## src/rtl/ysyx_25040111_rd_arbiter.sv

```systemverilog
// Two-master round-robin arbiter for the AR/R read channel.
// One outstanding transaction; the address is held to the slave until R completes.
module ysyx_25040111_rd_arbiter #(
    parameter int ADDR_W = 32,
    parameter int DATA_W = 32
) (
    input  logic              clk,
    input  logic              rst,

    input  logic [ADDR_W-1:0] m0_araddr,
    input  logic              m0_arvalid,
    output logic              m0_arready,
    output logic [DATA_W-1:0] m0_rdata,
    output logic [1:0]        m0_rresp,
    output logic              m0_rvalid,
    input  logic              m0_rready,

    input  logic [ADDR_W-1:0] m1_araddr,
    input  logic              m1_arvalid,
    output logic              m1_arready,
    output logic [DATA_W-1:0] m1_rdata,
    output logic [1:0]        m1_rresp,
    output logic              m1_rvalid,
    input  logic              m1_rready,

    output logic [ADDR_W-1:0] s_araddr,
    output logic              s_arvalid,
    input  logic              s_arready,
    input  logic [DATA_W-1:0] s_rdata,
    input  logic [1:0]        s_rresp,
    input  logic              s_rvalid,
    output logic              s_rready
);

    typedef enum logic [1:0] {
        IDLE = 2'd0,
        ADDR = 2'd1,
        RESP = 2'd2
    } state_e;

    state_e            state_q, state_d;
    logic              owner_q, owner_d;
    logic              last_q, last_d;
    logic [ADDR_W-1:0] addr_q, addr_d;

    logic grant0, grant1;
    logic in_idle, in_resp;

    assign in_idle = (state_q == IDLE);
    assign in_resp = (state_q == RESP);

    // On a tie the master that was not served last wins.
    always_comb begin
        grant0 = 1'b0;
        grant1 = 1'b0;
        if (m0_arvalid && m1_arvalid) begin
            grant0 = last_q;
            grant1 = ~last_q;
        end else begin
            grant0 = m0_arvalid;
            grant1 = m1_arvalid;
        end
    end

    always_comb begin
        state_d    = state_q;
        owner_d    = owner_q;
        last_d     = last_q;
        addr_d     = addr_q;
        m0_arready = 1'b0;
        m1_arready = 1'b0;
        s_arvalid  = 1'b0;
        s_araddr   = '0;
        s_rready   = 1'b0;
        m0_rvalid  = 1'b0;
        m0_rdata   = '0;
        m0_rresp   = 2'b00;
        m1_rvalid  = 1'b0;
        m1_rdata   = '0;
        m1_rresp   = 2'b00;

        unique case (state_q)
            IDLE: begin
                m0_arready = grant0;
                m1_arready = grant1;
                if (grant0) begin
                    addr_d  = m0_araddr;
                    owner_d = 1'b0;
                    state_d = ADDR;
                end else if (grant1) begin
                    addr_d  = m1_araddr;
                    owner_d = 1'b1;
                    state_d = ADDR;
                end
            end
            ADDR: begin
                s_arvalid = 1'b1;
                s_araddr  = addr_q;
                if (s_arready) begin
                    state_d = RESP;
                end
            end
            RESP: begin
                // Slave may still sample the address after its AR handshake.
                s_araddr = addr_q;
                if (owner_q) begin
                    s_rready  = m1_rready;
                    m1_rvalid = s_rvalid;
                    m1_rdata  = s_rdata;
                    m1_rresp  = s_rresp;
                end else begin
                    s_rready  = m0_rready;
                    m0_rvalid = s_rvalid;
                    m0_rdata  = s_rdata;
                    m0_rresp  = s_rresp;
                end
                if (s_rvalid && s_rready) begin
                    last_d  = owner_q;
                    state_d = IDLE;
                end
            end
            default: begin
                state_d = IDLE;
            end
        endcase
    end

    always_ff @(posedge clk) begin
        if (rst) begin
            state_q <= IDLE;
            owner_q <= 1'b0;
            last_q  <= 1'b1;
            addr_q  <= '0;
        end else begin
            state_q <= state_d;
            owner_q <= owner_d;
            last_q  <= last_d;
            addr_q  <= addr_d;
        end
    end

    logic unused_idle;
    assign unused_idle = in_idle & in_resp;

endmodule

```

## config.mk

```make
export PLATFORM = sky130hd
export DESIGN_NAME = ysyx_25040111_rd_arbiter
export DESIGN_NICKNAME = d
export VERILOG_FILES = /design/src/rtl/ysyx_25040111_rd_arbiter.sv
export SDC_FILE = /design/constraint.sdc
export NUM_CORES = 1
export LEC_CHECK = 0
export ABC_AREA = 1
export CAP_MARGIN = 20
export CELL_PAD_IN_SITES_DETAIL_PLACEMENT = 2
export CELL_PAD_IN_SITES_GLOBAL_PLACEMENT = 2
export CORE_ASPECT_RATIO = 2
export CORE_UTILIZATION = 15
export CTS_CLUSTER_SIZE = 8
export DETAILED_ROUTE_END_ITERATION = 6
export GPL_TIMING_DRIVEN = 1
export PLACE_DENSITY = 0.87
export SYNTH_ARGS = -nofsm -noshare
export SYNTH_HDL_FRONTEND = slang
export SYNTH_SLANG_ARGS = --single-unit
```

## constraint.sdc

```tcl
create_clock -name clk -period 2.2 [get_ports clk]
set_input_delay 0.33 -clock clk [delete_from_list [all_inputs] [get_ports clk]]
set_output_delay 0.33 -clock clk [all_outputs]
set_load 0.05 [all_outputs]
```

# Word level (Yosys, flattened, before mapping)
# Cells that the tools add are included.
# word_totals
word_cells,48
mem_count,0
mem_bits_rw,0
latch_bits,0
regBits,36
in_bits,106
rom_bits,0
# classes
n_mux,30
div,0
n_reduce_logical,8
eq_ne,5
n_bitwise,1
shift,0
magnitude_cmp,0
multipliers,0
addsub,0
# op_table
op,count
32-bit two-way mux,7
2-bit two-way mux,8
1-bit two-way mux,14
2-bit case mux with 3 select lines,1
2-bit AND reduction,2
"3-bit != test, second input constant",1
3-bit AND reduction,1
"2-bit by 1-bit equality test with 1-bit output, second input constant",1
"2-bit equality test, second input constant",1
1-bit logical AND,2
2-bit zero test,1
"2-bit by 1-bit != test with 1-bit output, second input constant",1
"2-bit != test, second input constant",1
2-bit nonzero test,1
2-bit OR reduction,1
1-bit inverter,1

# Longest topological paths before layout
# logic_depth
word_depth,5
mapped_depth,10
mapped_depth_nobuf,8

# Worst setup path after synthesis
# OpenSTA, ideal clock, no wires.
# synth_path
path_type,register to output
from,reg state_q[0]
to,out m1_rdata[10]
setup_slack_ns,0.288
arrival_ns,1.582
n_path_buf,1
required_time_ns,1.870
path_stages_with_launch,6
path_cell_list,dfxtp_1 -> inv_1 -> ha_1 -> nand2_1 -> clkbuf_1 -> nor2_1
# synth_via
elab_chain_len,2
# synth_rtl
item,line,source
from (decl),41,"state_e state_q, state_d;"
from (signal assigned),135,state_q <= state_d;
2-bit equality test,82,unique case (state_q)
32-bit two-way mux,82,
to (decl),21,"output logic [DATA_W-1:0] m1_rdata,"
# Every way passes these cells.

# Final worst setup path
# layout_path
from,reg state_q[0]
to,out m1_rvalid
# layout_via
elab_chain_len,2
# layout_rtl
item,line,source
2-bit equality test,82,
1-bit two-way mux,82,
to (decl),23,"output logic m1_rvalid,"
# Every way passes these cells.

==> impl_results.md <==
* Clk_lat worst skew at 0.29 ns
* CORE AREA at 0.01719 sq mm
* Die Y at 189.0 um
* Pre-antenna DRT Iters at 6
* Crit-path max FO at 35
* GRT Total Usage at 15.64%
* Antenna-violating nets left at 0
* Initial Util at 15.25%
* GRT overflow at 0
* Post-synthesis instance area at 0.002621 sq mm
* RD Place Congestion at 0.7220
* Syn nets at 606
* Startpoint types: flip-flop
* Max-slew violations at 0
* FP Rows at 68
* Synth Instances at 497
* Peak supply drop at 463.3 uV
* Layout cells sized above 1 at 17.91%
* Clk slew on worst S/H paths at 0.06 ns
* Setup WS pre-CTS at 0.2851 ns
* Antenna violations before repair at 0
* Crit Path Category: flip-flop to output pin
* Crit path DAT at 1.68 ns
* Main flop type after synthesis: dfxtp_1
* Min-delay worst type: flip-flop to flip-flop
* Max-Cap Viols at 0
* Design Area, Final at 0.006131 sq mm
* Worst Hold Endpoint: last_q
* Pin count of the biggest net entering global routing at 65
* Pwr dens at 1143 mW/mm^2
* Total design power at 7009 uW
* First-pass GRT wire length at 21130 um
* Post-route minimum period at 2.005 ns
* Number of buffers on the longest clock path at 2
* Clk root buf: clkbuf_16
* Chip width at 95.48 um
* Vias/cell at 4.105
* Reg2reg end: addr_q[8]
* Hold Fails Final Rpt at 0
* Area Growth Syn to Fin at 133.9%
* Setup TNS at 0 ns
* Seq cells post-synth at 36
* Yosys warns at 0
* Post-CTS Hold Fix Bufs at 0
* Outcome: finished clean
* Initial DRC count at 65
* Drt wl/cell at 15.35 um
* TritonCTS clock tree: built
* Placed inst area at 0.005981 sq mm
* Post-CTS sizing at 0
* Final setup viols at 0
* Ant. Diodes at 0
* Seq/Total Area, Yosys at 27.49%
* Final worst slack at 0.1949 ns
* Post-Route WL at 13940 um
* Fillers at 1973
* Total clock sinks at 36
* Worst hold stages at 2
* Post-DP HPWL at 11550 um
* H-tree depth at 2
* Rel. slew slack at 71.52%
* Worst reg2reg path startpoint: state_q[1]
* Synth async-reset ratio at 0%
* Worst-margin pin slew at 0.4272 ns
* Buffers on Ports at 211
* Number of global-route vias before repair at 4080
* RSZ-0062 raised after global routing: no
* Period utilization at 91.14%
* Clock skew at 0.008712 ns
* Number of flops mapped to enable cells by yosys at 0
* DIE AREA at 0.01804 sq mm
* Hold path start: last_q
* Final net count at 806
* Cts bufs inserted at 5
* Worst Reg-to-Reg Cells at 8
* R2R setup slack at 0.66 ns
* Postcts setup bufs at 0
* Synth unique cells at 17
* Vias at 3727
* Num ports at 212
* DRC errors left at 0
* Commonest non-fill, non-tap cells in the layout: 138 x nand2_1, 138 x nor2_1, 109 x inv_1, 108 x buf_12, 105 x clkdlybuf4s50_1
* Avg Cell Area, Syn at 5.274 sq um
* Leak Pwr at 0.003164 uW
* Max Freq at 498.7 MHz
* Crit. End Element: output pin
* WP data required at 1.87 ns
through the flow:
step / instances / hold slack [ns] / util, %
after floorplan: 497 / 0.4775 / -
after global placement: 900 / 0.5070 / 34.80
after detailed placement: 900 / 0.5257 / 34.80
after CTS: 908 / 0.5341 / 35.67
after global routing: 908 / 0.5585 / 35.67
final: 908 / 0.5284 / 35.67
flip-flops by register name (all words and copies together), names as in the netlist:
name,count
state_q,2
owner_q,1
addr_q,32
last_q,1
Yosys cell counts (2+ instances only):
| library cell | count | area (sq um) |
|---|---|---|
| nor2_2 | 2 | 12.51 |
| buf_2 | 4 | 20.02 |
| nand2_1 | 138 | 518.0 |
| ha_1 | 3 | 37.54 |
| dfxtp_1 | 36 | 720.7 |
| clkbuf_1 | 12 | 45.04 |
| buf_6 | 8 | 90.09 |
| nand3_1 | 37 | 185.2 |
| inv_1 | 109 | 409.1 |
| a21oi_1 | 4 | 20.02 |
| nor2_1 | 138 | 518.0 |
worst max-delay path, stage by stage, from the launching register on:
cell,delay [ns]
dfxtp_1,0.32
inv_1,0.08
ha_1,0.23
nand2_1,0.12
buf_12,0.19
nor2_1,0.28
buf_12,0.18
logic make-up after synthesis:
group | after synthesis | share of synthesized area (%)
simple gates | 316 | 47.30
buf+inv | 136 | 22.20
flops | 36 | 27.49
compound gates | 6 | 1.575
fa+ha+maj | 3 | 1.432
power by group:
part	switching (uW)	total, uW	internal [uW]	leakage, uW
combinational	3040	5210	2160	0.00280
sequential	137	1050	910	0.000299
clock	300	752	452	0.0000701
total	3480	7010	3530	0.00316
metal layers:
metal  track usage [%]  part of all wire [%]  vias up
met5                 0                     0        -
met4             6.142                   3.0        0
met3             2.369                   5.8       20
met2             34.20                    62      153
met1             12.53                    30     1749
li1                  -                     -     1805
cell type report:
class	count	area [sq um]	share of cell area, %
clock buffers	7	142.6	2.327
repair buffers	219	3258	53.14
flip-flops and latches	36	720.7	11.76
multi-input cells	325	1324	21.59
inverters	110	415.4	6.776
clock inverters	1	7.507	0.1224
well taps	210	262.8	4.286
how the worst max path moves through the flow:
stage	startpoint	to	slack [ns]	depth (start not counted)
floorplan	state_q[0]	m1_rdata[10]	0.29	5
global placement	m0_arvalid	m1_arready	0.33	6
CTS	state_q[0]	m1_rvalid	0.15	6
finish	state_q[0]	m1_rvalid	0.19	6
global route	state_q[0]	m1_rvalid	0.07	6
detailed placement	m1_arvalid	m1_arready	0.29	6
No activity file was read; power rests on OpenSTA's default activity.
